<file path="config.mk">
export PLATFORM = sky130hd
export DESIGN_NAME = mem_arbiter_flat
export DESIGN_NICKNAME = d
export VERILOG_FILES = /design/src/rtl/mem_arbiter_if.sv /design/src/rtl/mem_arbiter.sv /design/src/flat_wrapper.sv
export SDC_FILE = /design/constraint.sdc
export NUM_CORES = 1
export LEC_CHECK = 0
export ABC_AREA = 0
export CORE_MARGIN = 3
export CORE_UTILIZATION = 40
export CTS_CLUSTER_DIAMETER = 120
export DETAILED_ROUTE_END_ITERATION = 8
export GPL_ROUTABILITY_DRIVEN = 0
export MAX_ROUTING_LAYER = met4
export PLACE_DENSITY = 0.83
export SETUP_SLACK_MARGIN = 0.15
export SLEW_MARGIN = 20
export SYNTH_ARGS = -nofsm -noshare
export SYNTH_HDL_FRONTEND = slang
export SYNTH_SLANG_ARGS = --single-unit
</file>
<file path="constraint.sdc">
create_clock -name clk -period 3.01 [get_ports clk]
set_input_delay 0.602 -clock clk [delete_from_list [all_inputs] [get_ports clk]]
set_output_delay 0.602 -clock clk [all_outputs]
set_load 0.05 [all_outputs]
</file>
<file path="src/rtl/mem_arbiter_if.sv">
// -----------------------------------------------------------------------------
// mem_arbiter_if
// Requester and memory bus bundle for mem_arbiter.
//   Requester side : req0/req1, we0/we1, lock0/lock1, addr0/addr1,
//                    wdata0/wdata1 (to arbiter); gnt0/gnt1, rvalid0/rvalid1,
//                    rdata0/rdata1 (from arbiter)
//   Memory side    : mem_en, mem_we, mem_addr, mem_wdata (from arbiter);
//                    mem_rdata (to arbiter, one cycle after a read strobe)
//   Status         : busy (from arbiter)
// Modports:
//   slave  - the arbiter itself
//   master - the environment (requesters plus memory)
// -----------------------------------------------------------------------------
interface mem_arbiter_if #(
   parameter int WORD_LENGTH_32 = 32,
   parameter int ADDR_LENGTH    = 8
);
   logic                      req0,   req1;
   logic                      we0,    we1;
   logic                      lock0,  lock1;
   logic [ADDR_LENGTH-1:0]    addr0,  addr1;
   logic [WORD_LENGTH_32-1:0] wdata0, wdata1;
   logic                      gnt0,   gnt1;
   logic                      rvalid0, rvalid1;
   logic [WORD_LENGTH_32-1:0] rdata0, rdata1;
   logic                      mem_en, mem_we;
   logic [ADDR_LENGTH-1:0]    mem_addr;
   logic [WORD_LENGTH_32-1:0] mem_wdata;
   logic [WORD_LENGTH_32-1:0] mem_rdata;
   logic                      busy;

   modport slave (
      input  req0, req1, we0, we1, lock0, lock1,
      input  addr0, addr1, wdata0, wdata1, mem_rdata,
      output gnt0, gnt1, rvalid0, rvalid1, rdata0, rdata1,
      output mem_en, mem_we, mem_addr, mem_wdata, busy
   );

   modport master (
      output req0, req1, we0, we1, lock0, lock1,
      output addr0, addr1, wdata0, wdata1, mem_rdata,
      input  gnt0, gnt1, rvalid0, rvalid1, rdata0, rdata1,
      input  mem_en, mem_we, mem_addr, mem_wdata, busy
   );
endinterface

</file>
<file path="src/rtl/mem_arbiter.sv">
// -----------------------------------------------------------------------------
// mem_arbiter
// Two-requester arbiter in front of a single-port synchronous memory.
// One transaction in flight: IDLE (arbitrate) -> ACCESS (strobe memory)
// -> RESP (reads only, deliver mem_rdata). Ties go to the requester that
// was not granted last; a requester asserting lock keeps ownership for up
// to LOCK_MAX consecutive grants.
// Ports:
//   clk   - clock, all state on rising edge
//   reset - synchronous active-high reset
//   bus   - mem_arbiter_if.slave (requester handshakes + memory bus + busy)
// -----------------------------------------------------------------------------
module mem_arbiter #(
   parameter int WORD_LENGTH_32 = 32,
   parameter int ADDR_LENGTH    = 8,
   parameter int LOCK_MAX       = 4
) (
   input  logic         clk,
   input  logic         reset,
   mem_arbiter_if.slave bus
);

   localparam int               CNT_W    = $clog2(LOCK_MAX + 1);
   localparam logic [CNT_W-1:0] LOCK_CAP = CNT_W'(LOCK_MAX);
   localparam logic [CNT_W-1:0] CNT_ONE  = CNT_W'(1);

   typedef enum logic [1:0] {
      IDLE   = 2'd0,
      ACCESS = 2'd1,
      RESP   = 2'd2
   } state_t;

   state_t                    r_state;
   logic                      r_owner;       // requester of the transaction in flight
   logic                      r_last_grant;
   logic                      r_we;
   logic                      r_lock;
   logic [CNT_W-1:0]          r_lock_count;
   logic [WORD_LENGTH_32-1:0] r_rdata0;
   logic [WORD_LENGTH_32-1:0] r_rdata1;

   logic                      w_any_req;
   logic                      w_owner_req;
   logic                      w_lock_hold;
   logic                      w_winner;
   logic                      w_win_we;
   logic                      w_win_lock;
   logic [ADDR_LENGTH-1:0]    w_win_addr;
   logic [WORD_LENGTH_32-1:0] w_win_wdata;

   // Arbitration, evaluated every cycle but only acted on in IDLE.
   // NOTE: every signal gets a value on every path through this block, so no
   // latch is inferred.
   always_comb begin
      w_any_req   = bus.req0 | bus.req1;
      w_owner_req = r_owner ? bus.req1 : bus.req0;
      // A locked sequence continues only while the owner is still asking and
      // has not yet used up its LOCK_MAX grants.
      w_lock_hold = r_lock && (r_lock_count < LOCK_CAP) && w_owner_req;
      if (w_lock_hold) begin
         w_winner = r_owner;
      end else if (bus.req0 && bus.req1) begin
         w_winner = ~r_last_grant;
      end else begin
         w_winner = bus.req1;
      end
      w_win_we    = w_winner ? bus.we1    : bus.we0;
      w_win_lock  = w_winner ? bus.lock1  : bus.lock0;
      w_win_addr  = w_winner ? bus.addr1  : bus.addr0;
      w_win_wdata = w_winner ? bus.wdata1 : bus.wdata0;
   end

   // Single FSM process with registered outputs. mem_addr/mem_wdata double as
   // the latched address/data of the transaction in flight.
   // NOTE: state is assigned with non-blocking (<=) so every register samples
   // the pre-edge values of the others, independent of statement order.
   always_ff @(posedge clk) begin
      if (reset) begin
         r_state       <= IDLE;
         r_owner       <= 1'b0;
         r_last_grant  <= 1'b1;           // requester 0 wins the first tie
         r_we          <= 1'b0;
         r_lock        <= 1'b0;
         r_lock_count  <= '0;
         r_rdata0      <= '0;
         r_rdata1      <= '0;
         bus.gnt0      <= 1'b0;
         bus.gnt1      <= 1'b0;
         bus.rvalid0   <= 1'b0;
         bus.rvalid1   <= 1'b0;
         bus.mem_en    <= 1'b0;
         bus.mem_we    <= 1'b0;
         bus.mem_addr  <= '0;
         bus.mem_wdata <= '0;
         bus.busy      <= 1'b0;
      end else begin
         // One-cycle pulses fall unless re-armed below.
         bus.gnt0    <= 1'b0;
         bus.gnt1    <= 1'b0;
         bus.rvalid0 <= 1'b0;
         bus.rvalid1 <= 1'b0;
         bus.mem_en  <= 1'b0;
         bus.mem_we  <= 1'b0;

         case (r_state)
            IDLE: begin
               if (w_any_req) begin
                  r_state       <= ACCESS;
                  bus.busy      <= 1'b1;
                  r_owner       <= w_winner;
                  r_we          <= w_win_we;
                  r_lock        <= w_win_lock;
                  bus.mem_addr  <= w_win_addr;
                  bus.mem_wdata <= w_win_wdata;
                  bus.mem_en    <= 1'b1;
                  bus.mem_we    <= w_win_we;
                  bus.gnt0      <= ~w_winner;
                  bus.gnt1      <= w_winner;
                  // A continuing locked sequence leaves the fairness pointer
                  // alone, so the other requester wins once the lock ends.
                  if (!w_lock_hold) begin
                     r_last_grant <= w_winner;
                  end
                  if (!w_win_lock) begin
                     r_lock_count <= '0;
                  end else if (w_lock_hold) begin
                     r_lock_count <= r_lock_count + CNT_ONE;
                  end else begin
                     r_lock_count <= CNT_ONE;
                  end
               end else begin
                  // Owner dropped its request: the locked sequence is over.
                  r_lock_count <= '0;
               end
            end

            ACCESS: begin
               if (r_we) begin
                  r_state  <= IDLE;
                  bus.busy <= 1'b0;
               end else begin
                  r_state     <= RESP;
                  bus.rvalid0 <= ~r_owner;
                  bus.rvalid1 <= r_owner;
               end
            end

            RESP: begin
               r_state  <= IDLE;
               bus.busy <= 1'b0;
               if (r_owner) begin
                  r_rdata1 <= bus.mem_rdata;
               end else begin
                  r_rdata0 <= bus.mem_rdata;
               end
            end

            default: begin
               r_state  <= IDLE;
               bus.busy <= 1'b0;
            end
         endcase
      end
   end

   // The memory returns data during RESP, after the edge that entered RESP,
   // so the owner's port passes mem_rdata straight through in that cycle and
   // shows the captured copy at all other times.
   assign bus.rdata0 = (r_state == RESP && !r_owner) ? bus.mem_rdata : r_rdata0;
   assign bus.rdata1 = (r_state == RESP &&  r_owner) ? bus.mem_rdata : r_rdata1;

endmodule

</file>
<file path="src/flat_wrapper.sv">
// flat-port wrapper written by rule: the top's interface ports become plain ports
module mem_arbiter_flat 
#(
   parameter int WORD_LENGTH_32 = 32,
   parameter int ADDR_LENGTH    = 8,
   parameter int LOCK_MAX       = 4
)
  (clk, reset, bus_req0, bus_req1, bus_we0, bus_we1, bus_lock0, bus_lock1, bus_addr0, bus_addr1, bus_wdata0, bus_wdata1, bus_mem_rdata, bus_gnt0, bus_gnt1, bus_rvalid0, bus_rvalid1, bus_rdata0, bus_rdata1, bus_mem_en, bus_mem_we, bus_mem_addr, bus_mem_wdata, bus_busy);
  mem_arbiter_if #(.WORD_LENGTH_32(WORD_LENGTH_32), .ADDR_LENGTH(ADDR_LENGTH)) bus_i ();
  input  logic clk;
  input  logic reset;
  input wire logic [$bits(bus_i.req0)-1:0] bus_req0;
  input wire logic [$bits(bus_i.req1)-1:0] bus_req1;
  input wire logic [$bits(bus_i.we0)-1:0] bus_we0;
  input wire logic [$bits(bus_i.we1)-1:0] bus_we1;
  input wire logic [$bits(bus_i.lock0)-1:0] bus_lock0;
  input wire logic [$bits(bus_i.lock1)-1:0] bus_lock1;
  input wire logic [$bits(bus_i.addr0)-1:0] bus_addr0;
  input wire logic [$bits(bus_i.addr1)-1:0] bus_addr1;
  input wire logic [$bits(bus_i.wdata0)-1:0] bus_wdata0;
  input wire logic [$bits(bus_i.wdata1)-1:0] bus_wdata1;
  input wire logic [$bits(bus_i.mem_rdata)-1:0] bus_mem_rdata;
  output wire logic [$bits(bus_i.gnt0)-1:0] bus_gnt0;
  output wire logic [$bits(bus_i.gnt1)-1:0] bus_gnt1;
  output wire logic [$bits(bus_i.rvalid0)-1:0] bus_rvalid0;
  output wire logic [$bits(bus_i.rvalid1)-1:0] bus_rvalid1;
  output wire logic [$bits(bus_i.rdata0)-1:0] bus_rdata0;
  output wire logic [$bits(bus_i.rdata1)-1:0] bus_rdata1;
  output wire logic [$bits(bus_i.mem_en)-1:0] bus_mem_en;
  output wire logic [$bits(bus_i.mem_we)-1:0] bus_mem_we;
  output wire logic [$bits(bus_i.mem_addr)-1:0] bus_mem_addr;
  output wire logic [$bits(bus_i.mem_wdata)-1:0] bus_mem_wdata;
  output wire logic [$bits(bus_i.busy)-1:0] bus_busy;
  assign bus_i.req0 = bus_req0;
  assign bus_i.req1 = bus_req1;
  assign bus_i.we0 = bus_we0;
  assign bus_i.we1 = bus_we1;
  assign bus_i.lock0 = bus_lock0;
  assign bus_i.lock1 = bus_lock1;
  assign bus_i.addr0 = bus_addr0;
  assign bus_i.addr1 = bus_addr1;
  assign bus_i.wdata0 = bus_wdata0;
  assign bus_i.wdata1 = bus_wdata1;
  assign bus_i.mem_rdata = bus_mem_rdata;
  assign bus_gnt0 = bus_i.gnt0;
  assign bus_gnt1 = bus_i.gnt1;
  assign bus_rvalid0 = bus_i.rvalid0;
  assign bus_rvalid1 = bus_i.rvalid1;
  assign bus_rdata0 = bus_i.rdata0;
  assign bus_rdata1 = bus_i.rdata1;
  assign bus_mem_en = bus_i.mem_en;
  assign bus_mem_we = bus_i.mem_we;
  assign bus_mem_addr = bus_i.mem_addr;
  assign bus_mem_wdata = bus_i.mem_wdata;
  assign bus_busy = bus_i.busy;
  mem_arbiter #(.WORD_LENGTH_32(WORD_LENGTH_32), .ADDR_LENGTH(ADDR_LENGTH), .LOCK_MAX(LOCK_MAX)) u_core (.clk(clk), .reset(reset), .bus(bus_i));
endmodule
</file>
==> impl_metrics.ini, run 1 <==
[setup_path]
cpPeakStageDelay_ns = 0.55
slowest_stage = dlygate4sd2_1
required_ns = 2.41
worstRegToRegCells = 6
path_cells = nand3b_4 -> mux2_1 -> dlygate4sd2_1
start_kind = register
crit_arrival_ns = 2.10
crit_family = buffers and inverters
crit_type = reg2out
critPathBufInv = 1
path_max_fanout = 15
ff2ff_setup_slack_ns = 1.13
end_kind = output pin
cp.depth = 3

[yosys]
ys_types = 39
synthFlopType = dfxtp_1
synth_most_common_cell = dfxtp_1
ys_seq_area_frac = 0.466
synth_fp_nets = 617
synth.area.top_cells = dfxtp_1, mux2_1, a311oi_2, nor2b_1, nand2_1
avgSynthCellArea_um2 = 10.4
synth_common_cells = dfxtp_1, nand2_1, nor2b_1
synth_top_area_frac = 0.466
synth.largest_area_cell = dfxtp_1
syn_inst = 496
ys_seq_elements = 120
async_reset_ff_frac = 0
synth_area_um2 = 5150
synth_edf_count = 0
yosysWarnings = 0

[finish]
diodes = 0
drive_gt1_frac = 0.178
final_cells = 897
syn_to_final_growth_pct = 54.4
nets = 840
seqCellArea_um2 = 2400
multi_input_area_um2 = 2510
fill_cells = 997

[min_path]
worstHoldPathType = reg2reg
min_path_cells = 1

[die]
dieArea_um2 = 14300
die_h_um = 120
die_x_um = 120
core_region_area_um2 = 12300
start_util = 0.419
rows = 40
top_level_ports = 231

[global_route]
grt_max_degree = 74
grt_usage = 0.204
grt_pass1_vias = 4494
antenna_found_initial = 0
overflow = 0
grt_pass1_wl_mm = 22.7

[clock_tree]
cts_num_sinks = 120
cts_tree = built
cts_made_buffers = 17
holdBufCountCts = 0
clockBufferDepth = 2
insertion_delay_ns = 0.40
clock_tree.htree_level_count = 4
cts_setup_buffers = 0
clk_pin_slew_ns = 0.05
cts_root_buf = clkbuf_16

[drt]
wl_per_cell_um = 15.7
dr.pass1.iters = 5
first_iter_violations = 191
drcViolationCount = 0
wirelength_mm = 14.1
vias = 4427
antenna_left = 0
via_per_inst = 4.94

[sta]
slew_headroom = 0.605
grt_setup_unrepaired = false
fin_tns_setup_ns = 0
period_minus_slack_ns = 2.70
worstMarginPinSlew_ns = 0.584
finClkSkew_ns = 0.00762
fmax_mhz = 371
hold_viol_final = 0
final_max_slew_viol_count = 0
fin_crit_sh = 0.896
setup_viol = 0

[power]
leakagePower_nw = 3.48
p_per_area_nw_per_um2 = 593
ir_worst_vdd_v = 0.000343

[placed_design]
port_buffers = 230
hpwl_mm = 10.2
dp.cells = 867

[flow_run]
drv_cap = 0

[run_status]
status = finished clean
-- final timing paths --
check | startpoint | to
hold reg to reg | u_core.r_we$_SDFFE_PP0P_ | u_core.r_state[1]$_SDFFE_PP0P_
hold / removal | u_core.r_we$_SDFFE_PP0P_ | u_core.r_state[1]$_SDFFE_PP0P_
setup reg to reg | u_core.r_owner$_SDFFE_PP0P_ | u_core.bus.mem_wdata[15]$_SDFFE_PP0P_
setup / recovery | u_core.r_state[1]$_SDFFE_PP0P_ | bus_rdata1[4]
-- final cells by class --
| type | count | share of cell area |
|---|---|---|
| timing repair buffer | 243 | 0.290 |
| tap | 168 | 0.0264 |
| clock inverter | 3 | 0.00220 |
| multi-input combinational | 335 | 0.316 |
| sequential | 120 | 0.302 |
| clock buffer | 26 | 0.0627 |
| inverter | 2 | 0.000943 |
-- where the power goes --
group / internal [W] / switching, W
Clock: 0.00112 / 0.000652
Combinational: 0.000472 / 0.000722
Sequential: 0.00170 / 0.0000538
Total: 0.00329 / 0.00143
-- cells in the final DEF, fill, tap and decap left out, types with 2 or more instances in the layout --
| master | instances |
|---|---|
| a311oi_1 | 12 |
| a311oi_2 | 29 |
| a32o_1 | 2 |
| buf_12 | 3 |
| buf_4 | 49 |
| clkbuf_1 | 5 |
| clkbuf_16 | 17 |
| clkbuf_8 | 4 |
| clkdlybuf4s50_1 | 165 |
| clkinv_2 | 2 |
| dfxtp_1 | 119 |
| dlygate4sd2_1 | 26 |
| inv_1 | 2 |
| mux2_1 | 56 |
| mux2_2 | 8 |
| mux2i_1 | 3 |
| nand2_1 | 74 |
| nand2_2 | 10 |
| nand3b_4 | 2 |
| nor2_1 | 50 |
| nor2b_1 | 66 |
| nor3_1 | 2 |
-- kinds of logic (layout without fill, tap and decap cells) --
group,after synthesis,after routing,share of synthesized area
AOI/OAI and AO/OA,54,54,0.128
adders and majority gates,1,1,0.00243
buffers and inverters,42,274,0.0515
DFF,120,120,0.466
muxes,67,67,0.146
and+or+nand+nor,212,213,0.206
-- routing by layer --
| metal | GRT usage | part of all wire |
|---|---|---|
| met5 | - | 0 |
| met4 | 0.0923 | 0.029 |
| met3 | 0.0613 | 0.080 |
| met2 | 0.329 | 0.46 |
| met1 | 0.234 | 0.43 |
-- metrics by stage --
| step | instance area, µm² | util | power (W) | hold slack, ns | setup slack [ns] |
|---|---|---|---|---|---|
| after global placement | 7450 | 0.605 | 0.00296 | 0.455 | 0.305 |
| after global routing | 7960 | 0.646 | 0.00491 | 0.498 | 0.216 |
| after CTS | 7960 | 0.646 | 0.00477 | 0.462 | 0.276 |
| after detailed placement | 7450 | 0.605 | 0.00298 | 0.465 | 0.190 |
| after floorplan | 5150 | - | 0.00254 | 0.426 | 0.959 |
| final | 7960 | 0.646 | 0.00472 | 0.468 | 0.312 |
-- flip-flops by register name, indices dropped and copies added (netlist names), 2 cells and up --
| register | flops |
|---|---|
| u_core.r_state | 2 |
| u_core.r_rdata0 | 32 |
| u_core.r_rdata1 | 32 |
| u_core.bus.mem_wdata | 32 |
| u_core.r_lock_count | 3 |
| u_core.bus.mem_addr | 8 |
-- what timing repair did --
| action | in CTS | in global routing |
|---|---|---|
| hold endpoints to repair | 0 | 0 |
| gates resized for setup | 28 | 0 |
| setup endpoints to repair | 26 | 0 |
Power figures use the tool's default switching activity.
==> inputs of run 2 (changes only) <==
--- a/config.mk
+++ b/config.mk
@@ -11,6 +11,7 @@
 export CTS_CLUSTER_DIAMETER = 120
 export DETAILED_ROUTE_END_ITERATION = 8
 export GPL_ROUTABILITY_DRIVEN = 0
+export GPL_TIMING_DRIVEN = 0
 export MAX_ROUTING_LAYER = met4
 export PLACE_DENSITY = 0.83
 export SETUP_SLACK_MARGIN = 0.15
==> impl_metrics.ini, run 2 (synthesis results as in run 1) <==
[global_route]
grt_pass1_vias = 4841
grt_max_degree = 17
grt_pass1_wl_mm = 24.2
antenna_found_initial = 0
overflow = 0
grt_usage = 0.219

[drt]
vias = 4506
wirelength_mm = 15.1
first_iter_violations = 191
via_per_inst = 4.86
dr.pass1.iters = 4
drcViolationCount = 0
wl_per_cell_um = 16.2
antenna_left = 0

[setup_path]
crit_type = reg2out
start_kind = register
path_max_fanout = 8
r2r-end = u_core.bus.mem_wdata[26]$_SDFFE_PP0P_
required_ns = 2.41
worstRegToRegCells = 5
crit_start = u_core.r_state[0]$_SDFFE_PP0P_
ff2ff_setup_slack_ns = 1.25
end_kind = output pin
r2r-start = u_core.r_state[1]$_SDFFE_PP0P_
crit_arrival_ns = 2.18

[clock_tree]
insertion_delay_ns = 0.41
clockBufferDepth = 2
cts_root_buf = clkbuf_16
clock_tree.htree_level_count = 4
clk_pin_slew_ns = 0.05
holdBufCountCts = 0
cts_tree = built
cts_num_sinks = 120
cts_made_buffers = 17

[power]
seq_power_share = 0.354
power_switching_w = 0.00150
p_clk_frac = 0.399
switching_share = 0.306
leakagePower_nw = 3.49
p_per_area_nw_per_um2 = 614
ir_worst_vdd_v = 0.000325
combPwrFrac = 0.247
intPower_w = 0.00342

[die]
core_region_area_um2 = 12300
start_util = 0.419
dieArea_um2 = 14300
die_x_um = 120
die_h_um = 120
rows = 40
top_level_ports = 231

[sta]
hold_viol_final = 0
fmax_mhz = 359
finClkSkew_ns = 0.00730
fin_tns_setup_ns = 0
setup_viol = 0
period_minus_slack_ns = 2.78
fin_crit_sh = 0.924
grt_setup_unrepaired = true
slew_headroom = 0.520
worstMarginPinSlew_ns = 0.720
final_max_slew_viol_count = 0

[finish]
reg.largest.list = u_core.bus.mem_wdata (32), u_core.r_rdata0 (32), u_core.r_rdata1 (32)
nets = 867
final_cell_area_um2 = 8020
diodes = 0
drive_gt1_frac = 0.203
fin_util = 0.651
mostFrequentLayoutCells = clkdlybuf4s50_1, dfxtp_1, nand2_1, nor2b_1, mux2_1
fill_cells = 1033
syn_to_final_growth_pct = 55.6
layout.cells.most_common = clkdlybuf4s50_1

[placed_design]
port_buffers = 229
dpl_cell_area_um2 = 7660
hpwl_mm = 11.4

[flow_run]
drv_cap = 0

[run_status]
status = finished clean

[min_path]
min-delay-start = u_core.r_lock_count[1]$_SDFFE_PP0P_
worstHoldPathType = reg2reg
min_to = u_core.r_lock_count[1]$_SDFFE_PP0P_
min_path_cells = 1
-- run 2: cell count changes in the layout (fill, tap and decap cells not counted), sizes merged, moves of 5 or more --
cell | previous run | this run
clkbuf | 26 | 77
buf | 52 | 26
dlygate4sd2 | 26 | 20
clkinv | 2 | 7
-- run 2: what timing repair did --
| item | in CTS | in global routing |
|---|---|---|
| pin swaps | 0 | 0 |
| endpoints found under the setup margin | 62 | 50 |
| buffers inserted | 2 | 0 |
| gates resized for setup | 62 | 86 |
-- run 2: per-stage QoR --
stage                     instances  setup slack [ns]  total power (W)  hold WS [ns]
after floorplan                 496             0.959          0.00254         0.426
after global placement          893             0.268          0.00300         0.452
after detailed placement        893             0.256          0.00302         0.463
after CTS                       927             0.174          0.00497         0.475
after global routing            927             0.150          0.00511         0.494
final                           927             0.228          0.00492         0.469
-- run 2: how the worst max path moves through the flow --
stage	endpoint	slack (ns)	cells after the start
after floorplan	bus_rdata0[0]	0.96	4
final	bus_rdata1[31]	0.23	4
after CTS	bus_rdata1[21]	0.17	5
after global placement	bus_rdata0[23]	0.27	5
after detailed placement	bus_rdata0[17]	0.26	5
after global routing	bus_rdata1[9]	0.15	5
-- run 2: critical path: stages (launching register included) --
cell and delay [ns]:
dfxtp_1 0.30, buf_2 0.19, nand3b_4 0.20, mux2_2 0.35, clkdlybuf4s50_1 0.72
-- run 2: area by class of cell --
class	count	area, µm²	area share
clock inverters	13	126	0.0158
inverters	2	7.51	0.000936
plain buffers	40	263	0.0328
multi-input cells	334	2490	0.310
clock buffers	19	453	0.0565
well taps	168	210	0.0262
flip-flops and latches	120	2400	0.300
repair buffers	231	2070	0.258
-- run 2: power groups by stage --
stage	clock (W)	combinational, W	sequential, W
floorplan	0	0.000515	0.00203
global placement	0	0.00123	0.00177
detailed placement	0	0.00125	0.00178
CTS	0.00199	0.00123	0.00174
global route	0.00207	0.00129	0.00175
finish	0.00196	0.00122	0.00174
-- run 2: per-layer routing --
layer	track usage	wire length, µm	vias to the layer above
met3	0.0608	1050	21
met4	0.0752	234	0
met5	-	0	-
met1	0.255	6380	2087
li1	-	-	2211
met2	0.365	7380	187
==> inputs of run 3 (changes only) <==
--- a/config.mk
+++ b/config.mk
@@ -10,7 +10,6 @@
 export CORE_UTILIZATION = 40
 export CTS_CLUSTER_DIAMETER = 120
 export DETAILED_ROUTE_END_ITERATION = 8
-export GPL_ROUTABILITY_DRIVEN = 0
 export GPL_TIMING_DRIVEN = 0
 export MAX_ROUTING_LAYER = met4
 export PLACE_DENSITY = 0.83
==> results of run 3 <==
The final DEF is identical to that of run 2; final timing and power are the same.
